===== src/rtl/grant_pkg.sv =====
// Shared types and constants for the grant sequencer and its helpers.
`timescale 1ns / 1ps

package grant_pkg;

  localparam int unsigned N_REQ = 16;
  localparam int unsigned IDX_W = 4;

  typedef enum logic [1:0] {
    StIdle    = 2'd0,
    StGrant   = 2'd1,
    StRelease = 2'd2
  } state_e;

endpackage


===== src/rtl/grant_sequencer_if.sv =====
// Request/grant bundle between the sequencer, its requesters and the resolver.
`timescale 1ns / 1ps

interface grant_sequencer_if #(
  parameter int unsigned N = 16
) ();

  logic [N-1:0] request_in;
  logic         grant_done;
  logic [N-1:0] resolver_req;
  logic [N-1:0] resolver_grant;
  logic [N-1:0] grant_out;
  logic [3:0]   grant_index;
  logic         grant_valid;
  logic         timeout_pulse;
  logic [15:0]  served_count;
  logic         protocol_error;

  // Sequencer side.
  modport master (
    input  request_in,
    input  grant_done,
    input  resolver_grant,
    output resolver_req,
    output grant_out,
    output grant_index,
    output grant_valid,
    output timeout_pulse,
    output served_count,
    output protocol_error
  );

  // Requesters, resolver and downstream logic.
  modport slave (
    output request_in,
    output grant_done,
    output resolver_grant,
    input  resolver_req,
    input  grant_out,
    input  grant_index,
    input  grant_valid,
    input  timeout_pulse,
    input  served_count,
    input  protocol_error
  );

endinterface


===== src/rtl/onehot_encoder.sv =====
// Converts an N-bit vector to a binary index and flags whether it is nonzero / one-hot.
// The index is only meaningful when the vector is one-hot.
`timescale 1ns / 1ps

module onehot_encoder #(
  parameter int unsigned N  = 16,
  parameter int unsigned IW = 4
) (
  input  logic [N-1:0]  vec,
  output logic [IW-1:0] index,
  output logic          nonzero,
  output logic          onehot
);

  // OR together the indices of all set bits; exact for one-hot input.
  always_comb begin
    index = '0;
    for (int i = 0; i < N; i++) begin
      if (vec[i]) begin
        index = index | IW'(i);
      end
    end
  end

  assign nonzero = |vec;
  // Clearing the lowest set bit leaves zero only when exactly one bit was set.
  assign onehot  = nonzero && ((vec & (vec - 1'b1)) == '0);

endmodule


===== src/rtl/grant_sequencer.sv =====
// Sequential stage around a combinational priority resolver: collects sticky requests,
// registers the resolver's one-hot answer and holds it until done or hold timeout.
`timescale 1ns / 1ps

module grant_sequencer
  import grant_pkg::*;
#(
  parameter int unsigned N        = N_REQ,
  parameter int unsigned HOLD_MAX = 255,
  parameter int unsigned HW       = 8
) (
  input logic              clk,
  input logic              rst_n,
  grant_sequencer_if.master bus
);

  state_e       state_q, state_d;
  logic [N-1:0] pending_q, pending_d;
  logic [N-1:0] grant_q, grant_d;
  logic [3:0]   index_q, index_d;
  logic         valid_q, valid_d;
  logic [HW-1:0] hold_q, hold_d;
  logic         timeout_q, timeout_d;
  logic [15:0]  served_q, served_d;
  logic         perr_q, perr_d;
  logic [N-1:0] clr_mask;

  logic [IDX_W-1:0] enc_index;
  logic             enc_nonzero;
  logic             enc_onehot;
  logic             legal;

  onehot_encoder #(
    .N  (N),
    .IW (IDX_W)
  ) u_encoder (
    .vec     (bus.resolver_grant),
    .index   (enc_index),
    .nonzero (enc_nonzero),
    .onehot  (enc_onehot)
  );

  // A grant is acceptable only if it picks exactly one unit that is actually pending.
  assign legal = enc_onehot && ((bus.resolver_grant & ~pending_q) == '0);

  // Next-state and next-output decode for the IDLE -> GRANT -> RELEASE cycle.
  always_comb begin
    state_d   = state_q;
    grant_d   = grant_q;
    index_d   = index_q;
    valid_d   = valid_q;
    hold_d    = hold_q;
    timeout_d = 1'b0;
    served_d  = served_q;
    perr_d    = perr_q;
    clr_mask  = '0;

    unique case (state_q)
      StIdle: begin
        if (enc_nonzero) begin
          if (legal) begin
            state_d = StGrant;
            grant_d = bus.resolver_grant;
            index_d = enc_index;
            valid_d = 1'b1;
            hold_d  = '0;
          end else begin
            perr_d = 1'b1;
          end
        end
      end
      StGrant: begin
        hold_d = hold_q + 1'b1;
        // Done takes priority over a coincident timeout, suppressing the pulse.
        if (bus.grant_done) begin
          state_d = StRelease;
        end else if (hold_q == HW'(HOLD_MAX - 1)) begin
          state_d   = StRelease;
          timeout_d = 1'b1;
        end
      end
      StRelease: begin
        clr_mask = grant_q;
        served_d = served_q + 16'd1;
        state_d  = StIdle;
        grant_d  = '0;
        index_d  = '0;
        valid_d  = 1'b0;
      end
      default: begin
        state_d = StIdle;
        grant_d = '0;
        index_d = '0;
        valid_d = 1'b0;
      end
    endcase

    // A new request on the bit being cleared wins, re-queueing that unit.
    pending_d = (pending_q & ~clr_mask) | bus.request_in;
  end

  // State and output registers; reset clears everything including pending requests.
  always_ff @(posedge clk or negedge rst_n) begin
    if (!rst_n) begin
      state_q   <= StIdle;
      pending_q <= '0;
      grant_q   <= '0;
      index_q   <= '0;
      valid_q   <= 1'b0;
      hold_q    <= '0;
      timeout_q <= 1'b0;
      served_q  <= '0;
      perr_q    <= 1'b0;
    end else begin
      state_q   <= state_d;
      pending_q <= pending_d;
      grant_q   <= grant_d;
      index_q   <= index_d;
      valid_q   <= valid_d;
      hold_q    <= hold_d;
      timeout_q <= timeout_d;
      served_q  <= served_d;
      perr_q    <= perr_d;
    end
  end

  assign bus.resolver_req   = pending_q;
  assign bus.grant_out      = grant_q;
  assign bus.grant_index    = index_q;
  assign bus.grant_valid    = valid_q;
  assign bus.timeout_pulse  = timeout_q;
  assign bus.served_count   = served_q;
  assign bus.protocol_error = perr_q;

endmodule

===== src/flat_wrapper.sv =====
// flat-port wrapper written by rule: the top's interface ports become plain ports
module grant_sequencer_flat import grant_pkg::*;
#(
  parameter int unsigned N        = N_REQ,
  parameter int unsigned HOLD_MAX = 255,
  parameter int unsigned HW       = 8
)
  (clk, rst_n, bus_request_in, bus_grant_done, bus_resolver_grant, bus_resolver_req, bus_grant_out, bus_grant_index, bus_grant_valid, bus_timeout_pulse, bus_served_count, bus_protocol_error);
  grant_sequencer_if #(.N(N)) bus_i ();
  input logic clk;
  input logic rst_n;
  input wire logic [$bits(bus_i.request_in)-1:0] bus_request_in;
  input wire logic [$bits(bus_i.grant_done)-1:0] bus_grant_done;
  input wire logic [$bits(bus_i.resolver_grant)-1:0] bus_resolver_grant;
  output wire logic [$bits(bus_i.resolver_req)-1:0] bus_resolver_req;
  output wire logic [$bits(bus_i.grant_out)-1:0] bus_grant_out;
  output wire logic [$bits(bus_i.grant_index)-1:0] bus_grant_index;
  output wire logic [$bits(bus_i.grant_valid)-1:0] bus_grant_valid;
  output wire logic [$bits(bus_i.timeout_pulse)-1:0] bus_timeout_pulse;
  output wire logic [$bits(bus_i.served_count)-1:0] bus_served_count;
  output wire logic [$bits(bus_i.protocol_error)-1:0] bus_protocol_error;
  assign bus_i.request_in = bus_request_in;
  assign bus_i.grant_done = bus_grant_done;
  assign bus_i.resolver_grant = bus_resolver_grant;
  assign bus_resolver_req = bus_i.resolver_req;
  assign bus_grant_out = bus_i.grant_out;
  assign bus_grant_index = bus_i.grant_index;
  assign bus_grant_valid = bus_i.grant_valid;
  assign bus_timeout_pulse = bus_i.timeout_pulse;
  assign bus_served_count = bus_i.served_count;
  assign bus_protocol_error = bus_i.protocol_error;
  grant_sequencer #(.N(N), .HOLD_MAX(HOLD_MAX), .HW(HW)) u_core (.clk(clk), .rst_n(rst_n), .bus(bus_i));
endmodule

===== config.mk =====
export PLATFORM = sky130hd
export DESIGN_NAME = grant_sequencer_flat
export DESIGN_NICKNAME = d
export VERILOG_FILES = /design/src/rtl/grant_pkg.sv /design/src/rtl/grant_sequencer_if.sv /design/src/rtl/onehot_encoder.sv /design/src/rtl/grant_sequencer.sv /design/src/flat_wrapper.sv
export SDC_FILE = /design/constraint.sdc
export NUM_CORES = 1
export LEC_CHECK = 0
export ABC_AREA = 1
export CAP_MARGIN = 20
export CORE_ASPECT_RATIO = 0.5
export CORE_MARGIN = 2
export CORE_UTILIZATION = 44
export CTS_CLUSTER_DIAMETER = 30
export CTS_CLUSTER_SIZE = 25
export DETAILED_ROUTE_END_ITERATION = 12
export DONT_BUFFER_PORTS = 1
export SYNTH_ARGS = -nofsm -noshare
export SYNTH_HDL_FRONTEND = slang
export SYNTH_SLANG_ARGS = --single-unit

===== constraint.sdc =====
create_clock -name clk -period 1.5 [get_ports clk]
set_input_delay 0.375 -clock clk [delete_from_list [all_inputs] [get_ports clk]]
set_output_delay 0.375 -clock clk [all_outputs]
set_load 0.02 [all_outputs]

==> out/metrics.cfg, run 1 <==
[outcome]
outcome = finished with violations
violations = hold timing, setup timing

[critical_path]
required_ns = 1.72
end_kind = register
start_kind = register
crit_fanout = 10
crit_type = reg -> reg
arrival_ns = 1.89

[pwr]
switching_power_uw = 852
pwr-share-clk_pct = 56.8
leakage_nw = 2.34
switching_share_pct = 19.9
power_density_mw_per_mm2 = 983
peakVddDrop_v = 0.000582
sequentialPowerShare_pct = 41.1
power_mw = 4.28
internal_power_mw = 3.43
p_comb_share_pct = 2.0

[timing]
hold_ws_ns = -0.272
slew_viol_final = 0
fin_tns_setup_ns = -4.34
max_freq_mhz = 602
worst_slack_ns = -0.161
fin_skew_ns = 0.00871
rsz0062_at_grt = yes
hold_viol_final = 65
tightestPinTransition_ns = 0.433
period_share_pct = 111
finalWorstPathRequiredPeriod_ns = 1.66
setup_viol = 36
slew_headroom_pct = 71.2

[cells_and_area]
stdcell_count = 580
nets = 517
antenna-diode-count = 0
fillCellCount = 646
drive_above_1_share_pct = 27.1
multiInputGateArea_mm2 = 0.00155
final_common_cell = nand2_1
layout_common_cells = nand2_1 (165), buf_4 (51), dfrtp_1 (51), inv_1 (44), nor2_1 (30)
area_delta_synth_final_pct = 32.5
regArea_mm2 = 0.00164
final_core_util_pct = 59.7

[global_routing]
track_usage_pct = 21.6
overflow = 0
grt_pass1_vias = 2801
antenna_found_initial = 0
grt_pass1_wl_um = 13600
grt_max_degree = 66

[floorplanning]
fp.dieW_um = 126
initial_utilization_pct = 45.1
fp.dieArea_mm2 = 0.00822
rows = 22
die_y_um = 65.1
fp.coreArea_mm2 = 0.00729
io_pins = 90

[route]
wire_per_inst_um = 14.2
first_pass_iters = 4
drc = 0
drtIter0Drc = 147
vias = 2786
via_per_inst = 4.80
ant_nets = 0
drt_wl_total_um = 8250

[clock_tree]
clock-sinks = 65
cts.clk_slew.worst_paths_ns = 0.06
clk-insertion-delay-late_ns = 0.34
cts-root-buf = clkbuf_16
cts_buffers = 9
tritoncts = yes
cts_htree_levels = 3
cts_buffer_depth = 2

[job]
maxCapViolCount = 0

[synthesis]
syn_area_mm2 = 0.00329
synth_seq_area_share_pct = 49.5
synthDominantCellAreaShare_pct = 49.5
yosys.cell_types.count = 30
syn-instance-count = 413
synth.area.top_cells = dfrtp_1 (49%), nand2_1 (19%), inv_1 (5.0%), nor2_1 (3.9%), a21o_1 (3.7%)
ys_seq_elements = 65
synth_top_area_cell = dfrtp_1
synthesis.nets = 451
avgSynthCellArea_um2 = 7.96
yosysWarningCount = 0

[place]
gp_congestion = 0.841
dp.cells = 553
dp_hpwl_um = 5910
numPortBuffers = 0

[worst_hold_path]
hold_class = in -> async

## path summary, 6_finish.rpt
check,startpoint,to,slack [ns],depth (start not counted)
setup / recovery,u_core.bus.resolver_req[8],u_core.bus.grant_out[14],-0.16,14
hold / removal,rst_n,u_core.bus.resolver_req[5],-0.27,0
setup reg to reg,u_core.bus.resolver_req[8],u_core.bus.grant_out[14],-0.16,14
hold reg to reg,u_core.hold_q[5],u_core.hold_q[5],0.48,2
max in group asynchronous,rst_n,u_core.bus.resolver_req[13],1.66,0
min in group clk,bus_grant_done,u_core.bus.timeout_pulse,0.12,1
## layout make-up
type / instances / area share [%]
Sequential cell: 65 / 37.8
Multi-Input combinational cell: 296 / 35.6
Timing Repair Buffer: 61 / 12.0
Clock buffer: 10 / 5.26
Inverter: 46 / 3.97
Tap cell: 96 / 2.76
Clock inverter: 6 / 2.64
## cell families after synthesis
| group | synth area share [%] |
|---|---|
| and+or+nand+nor | 33.1 |
| DFF | 49.5 |
| buffers and inverters | 7.08 |
| AOI/OAI and AO/OA | 5.14 |
| xor gates and xnor gates | 3.73 |
| adders and majority gates | 1.14 |
| muxes | 0.343 |
## cells in the mapped netlist (all sizes together)
| cell type | n |
|---|---|
| o21bai | 2 |
| nand4 | 6 |
| ha | 3 |
| inv | 46 |
| nor2 | 45 |
| mux2 | 1 |
| o21ai | 2 |
| nor3b | 1 |
| a21boi | 1 |
| buf | 5 |
| xnor2 | 6 |
| a21o | 16 |
| or2 | 4 |
| nand2 | 176 |
| dfrtp | 65 |
| xor2 | 8 |
| nor4 | 2 |
| a21oi | 2 |
| clkbuf | 1 |
| nor3 | 4 |
| nand3 | 16 |
| o22ai | 1 |
## sequential cells by signal (all words and copies together) (netlist names)
name,flops
u_core.bus.grant_valid,1
u_core.bus.grant_out,16
u_core.bus.protocol_error,1
u_core.bus.served_count,16
u_core.bus.timeout_pulse,1
u_core.bus.resolver_req,16
u_core.state_q,2
u_core.bus.grant_index,4
u_core.hold_q,8
## stage by stage
step | cell area, µm² | hold slack, ns | worst slack, ns
finish | 4350 | -0.272 | -0.161
global route | 4350 | -0.286 | -0.313
CTS | 4240 | -0.276 | -0.144
detailed placement | 3780 | 0.0811 | -0.196
global placement | 3780 | 0.0812 | -0.169
floorplan | 3320 | 0.0794 | -0.0230
## routing by layer
metal / global-route usage (%) / wire length [µm] / part of all wire [%]
met1: 26.3 / 3660 / 44
met2: 37.0 / 4040 / 49
met3: 8.06 / 468 / 5.7
met4: 5.36 / 80 / 0.97
met5: 0 / 0 / 0
## critical path, stage by stage (launching register included)
cell,delay [ns]
dfrtp_2,0.36
inv_1,0.04
nand2_1,0.05
nand2_1,0.07
nor2_2,0.08
nand2_1,0.07
nor2_2,0.13
nand2_1,0.07
nor2_2,0.14
nand3_1,0.10
nand2_2,0.09
nand2_2,0.07
buf_6,0.15
nand2_1,0.06
nand2_1,0.06
## what timing repair did
| item | 4_1_cts | 5_1_grt |
|---|---|---|
| setup buffers | 7 | 7 |
| endpoints found under the setup margin | 35 | 41 |
| gates resized for setup | 13 | 19 |
| endpoints found under the hold margin | 65 | 65 |
| pin swaps | 5 | 9 |
## power groups by stage
stage	registers [mW]	clock network, mW	logic [mW]
2_1_floorplan	1.79	0	0.0628
6_report	1.76	2.43	0.0866
4_1_cts	1.76	2.48	0.0854
3_5_place_dp	1.79	0	0.0847
3_3_place_gp	1.79	0	0.0841
5_1_grt	1.76	2.56	0.0977
No activity file was read; power rests on OpenSTA's default activity.
==> run 2: changes to the inputs <==
Settings changed: TNS_END_PERCENT set to 50.
==> out/metrics.cfg, run 2 (synthesized netlist as in run 1, its figures left out) <==
[pwr]
internal_power_mw = 3.43  ; about the same
pwr-share-clk_pct = 56.7  ; was 56.8%
leakage_nw = 2.30  ; was 2.34 nW
power_density_mw_per_mm2 = 1000  ; was 983 mW/mm²
peakVddDrop_v = 0.000567  ; was 0.000582 V
switching_share_pct = 19.7  ; was 19.9%
p_comb_share_pct = 2.0  ; about the same
sequentialPowerShare_pct = 41.2  ; was 41.1%
switching_power_uw = 841  ; was 852 µW

[floorplanning]
fp.dieArea_mm2 = 0.00822  ; unchanged
io_pins = 90  ; unchanged
die_y_um = 65.1  ; unchanged
initial_utilization_pct = 45.1  ; unchanged
fp.dieW_um = 126  ; unchanged
fp.coreArea_mm2 = 0.00729  ; unchanged
rows = 22  ; unchanged

[clock_tree]
cts.clk_slew.worst_paths_ns = 0.06  ; about the same
cts-root-buf = clkbuf_16  ; unchanged
clk-insertion-delay-late_ns = 0.33  ; was 0.34 ns
clock-sinks = 65  ; unchanged
cts_buffers = 9  ; unchanged
cts_htree_levels = 3  ; unchanged
tritoncts = yes  ; unchanged
cts_buffer_depth = 2  ; unchanged

[place]
pre_cts_ws_ns = -0.196  ; unchanged
dp.cells = 553  ; unchanged
gp_congestion = 0.841  ; unchanged
dp_hpwl_um = 5910  ; unchanged
numPortBuffers = 0  ; unchanged
placed_area_mm2 = 0.00378  ; unchanged

[route]
drc = 0  ; unchanged
ant_nets = 0  ; unchanged
first_pass_iters = 4  ; unchanged
drt_wl_total_um = 8100  ; was 8250 µm
via_per_inst = 4.82  ; was 4.80
wire_per_inst_um = 14.1  ; was 14.2 µm
drtIter0Drc = 133  ; was 147
vias = 2777  ; was 2,786

[timing]
period_share_pct = 111  ; about the same
hold_viol_final = 65  ; unchanged
max_freq_mhz = 600  ; was 602 MHz
setup_viol = 35  ; was 36
rsz0062_at_grt = yes  ; unchanged
tightestPinTransition_ns = 0.414  ; was 0.433 ns
slew_headroom_pct = 72.2  ; was 71.2%
fin_skew_ns = 0.00613  ; was 0.00871 ns
hold_ws_ns = -0.264  ; was -0.272 ns
slew_viol_final = 0  ; unchanged
worst_slack_ns = -0.167  ; was -0.161 ns
finalWorstPathRequiredPeriod_ns = 1.67  ; was 1.66 ns

[critical_path]
end_kind = register  ; unchanged
slowest_stage = dfrtp_2  ; unchanged
arrival_ns = 1.89  ; about the same
required_ns = 1.72  ; about the same
path_cells = inv_1, nand2_1, nand2_1, nor2_1, nand2_1, nor2_2, nand2_1, nor2_2, nand3_1, nand2_2, nand2_2, buf_6, nand2_1, nand2_1  ; was inv_1, nand2_1, nand2_1, nor2_2, nand2_1, nor2_2, nand2_1, nor2_2, nand3_1, nand2_2, nand2_2, buf_6, nand2_1, nand2_1
crit_type = reg -> reg  ; unchanged
crit_path_frequent_cell = nand2_1  ; unchanged
cpPeakStageDelay_ns = 0.36  ; about the same
start_kind = register  ; unchanged
crit_fanout = 10  ; unchanged

[cells_and_area]
fillCellCount = 664  ; was 646
final_common_cell = nand2_1  ; unchanged
regArea_mm2 = 0.00164  ; about the same
drive_above_1_share_pct = 25.4  ; was 27.1%
multiInputGateArea_mm2 = 0.00151  ; was 0.00155 mm²
antenna-diode-count = 0  ; unchanged
stdcell_count = 576  ; was 580
nets = 513  ; was 517
final_cell_area_mm2 = 0.00425  ; was 0.00435 mm²
area_delta_synth_final_pct = 29.4  ; was 32.5%
layout_common_cells = nand2_1 (167), dfrtp_1 (52), buf_4 (51), inv_1 (44), nor2_1 (30)  ; was nand2_1 (165), buf_4 (51), dfrtp_1 (51), inv_1 (44), nor2_1 (30)

[worst_hold_path]
hold_class = in -> async  ; unchanged

[global_routing]
grt_pass1_wl_um = 13600  ; about the same
grt_max_degree = 66  ; unchanged
antenna_found_initial = 0  ; unchanged
grt_pass1_vias = 2766  ; was 2,801
track_usage_pct = 21.6  ; about the same
overflow = 0  ; unchanged

[job]
maxCapViolCount = 0  ; unchanged

[outcome]
violations = hold timing, setup timing  ; unchanged
outcome = finished with violations  ; unchanged

==> run 2: path summary, 6_finish.rpt <==
check | from | endpoint | slack (ns) | depth (start not counted)
worst min-delay path | rst_n | u_core.bus.grant_out[0] | -0.26 | 0
worst max register to register | u_core.bus.resolver_req[11] | u_core.bus.grant_out[14] | -0.17 | 14
max in group asynchronous | rst_n | u_core.bus.resolver_req[13] | 1.66 | 0
worst max-delay path | u_core.bus.resolver_req[11] | u_core.bus.grant_out[14] | -0.17 | 14
min in group clk | bus_request_in[5] | u_core.bus.resolver_req[5] | 0.13 | 1
worst min register to register | u_core.hold_q[5] | u_core.hold_q[5] | 0.48 | 2
==> run 2: worst max-delay path, delay by kind of cell, from the launching register on <==
kind                   cells  cell delay (ns)
DFF                        1             0.36
and+or+nand+nor           12             1.01
buffers and inverters      2             0.18
==> run 2: repair_timing <==
action	4_1_cts	5_1_grt
resized for setup	10	9
hold endpoints to repair	65	65
pin swaps	4	8
setup endpoints to repair	35	40
buffers inserted	4	3
==> run 2: metrics by stage <==
| step | setup TNS, ns | power [mW] | utilization (%) |
|---|---|---|---|
| finish | -4.22 | 4.27 | 58.3 |
| global route | -9.73 | 4.42 | 58.3 |
| CTS | -3.44 | 4.32 | 57.5 |
| detailed placement | -5.60 | 1.88 | 51.8 |
| global placement | -4.58 | 1.88 | 51.8 |
| floorplan | -0.152 | 1.85 | - |
==> run 2: final cells by class <==
cell class                 count  area share [%]
timing repair buffer          57            11.0
clock buffer                  10            5.38
sequential                    65            38.6
clock inverter                 6            2.71
tap                           96            2.82
multi-input combinational    296            35.4
inverter                      46            4.06
==> run 2: power by group through the flow <==
stage               sequential [mW]  combinational [mW]  clock [mW]
global placement               1.79              0.0841           0
floorplan                      1.79              0.0628           0
finish                         1.76              0.0866        2.42
global route                   1.76              0.0976        2.56
detailed placement             1.79              0.0847           0
CTS                            1.76              0.0854        2.48
==> run 2: layer usage <==
metal,GRT usage (%),vias up,part of all wire (%)
met5,0,-,0
met4,5.36,0,1.0
met3,8.22,11,6.5
met2,36.5,71,49
met1,26.5,1300,44
li1,-,1395,-
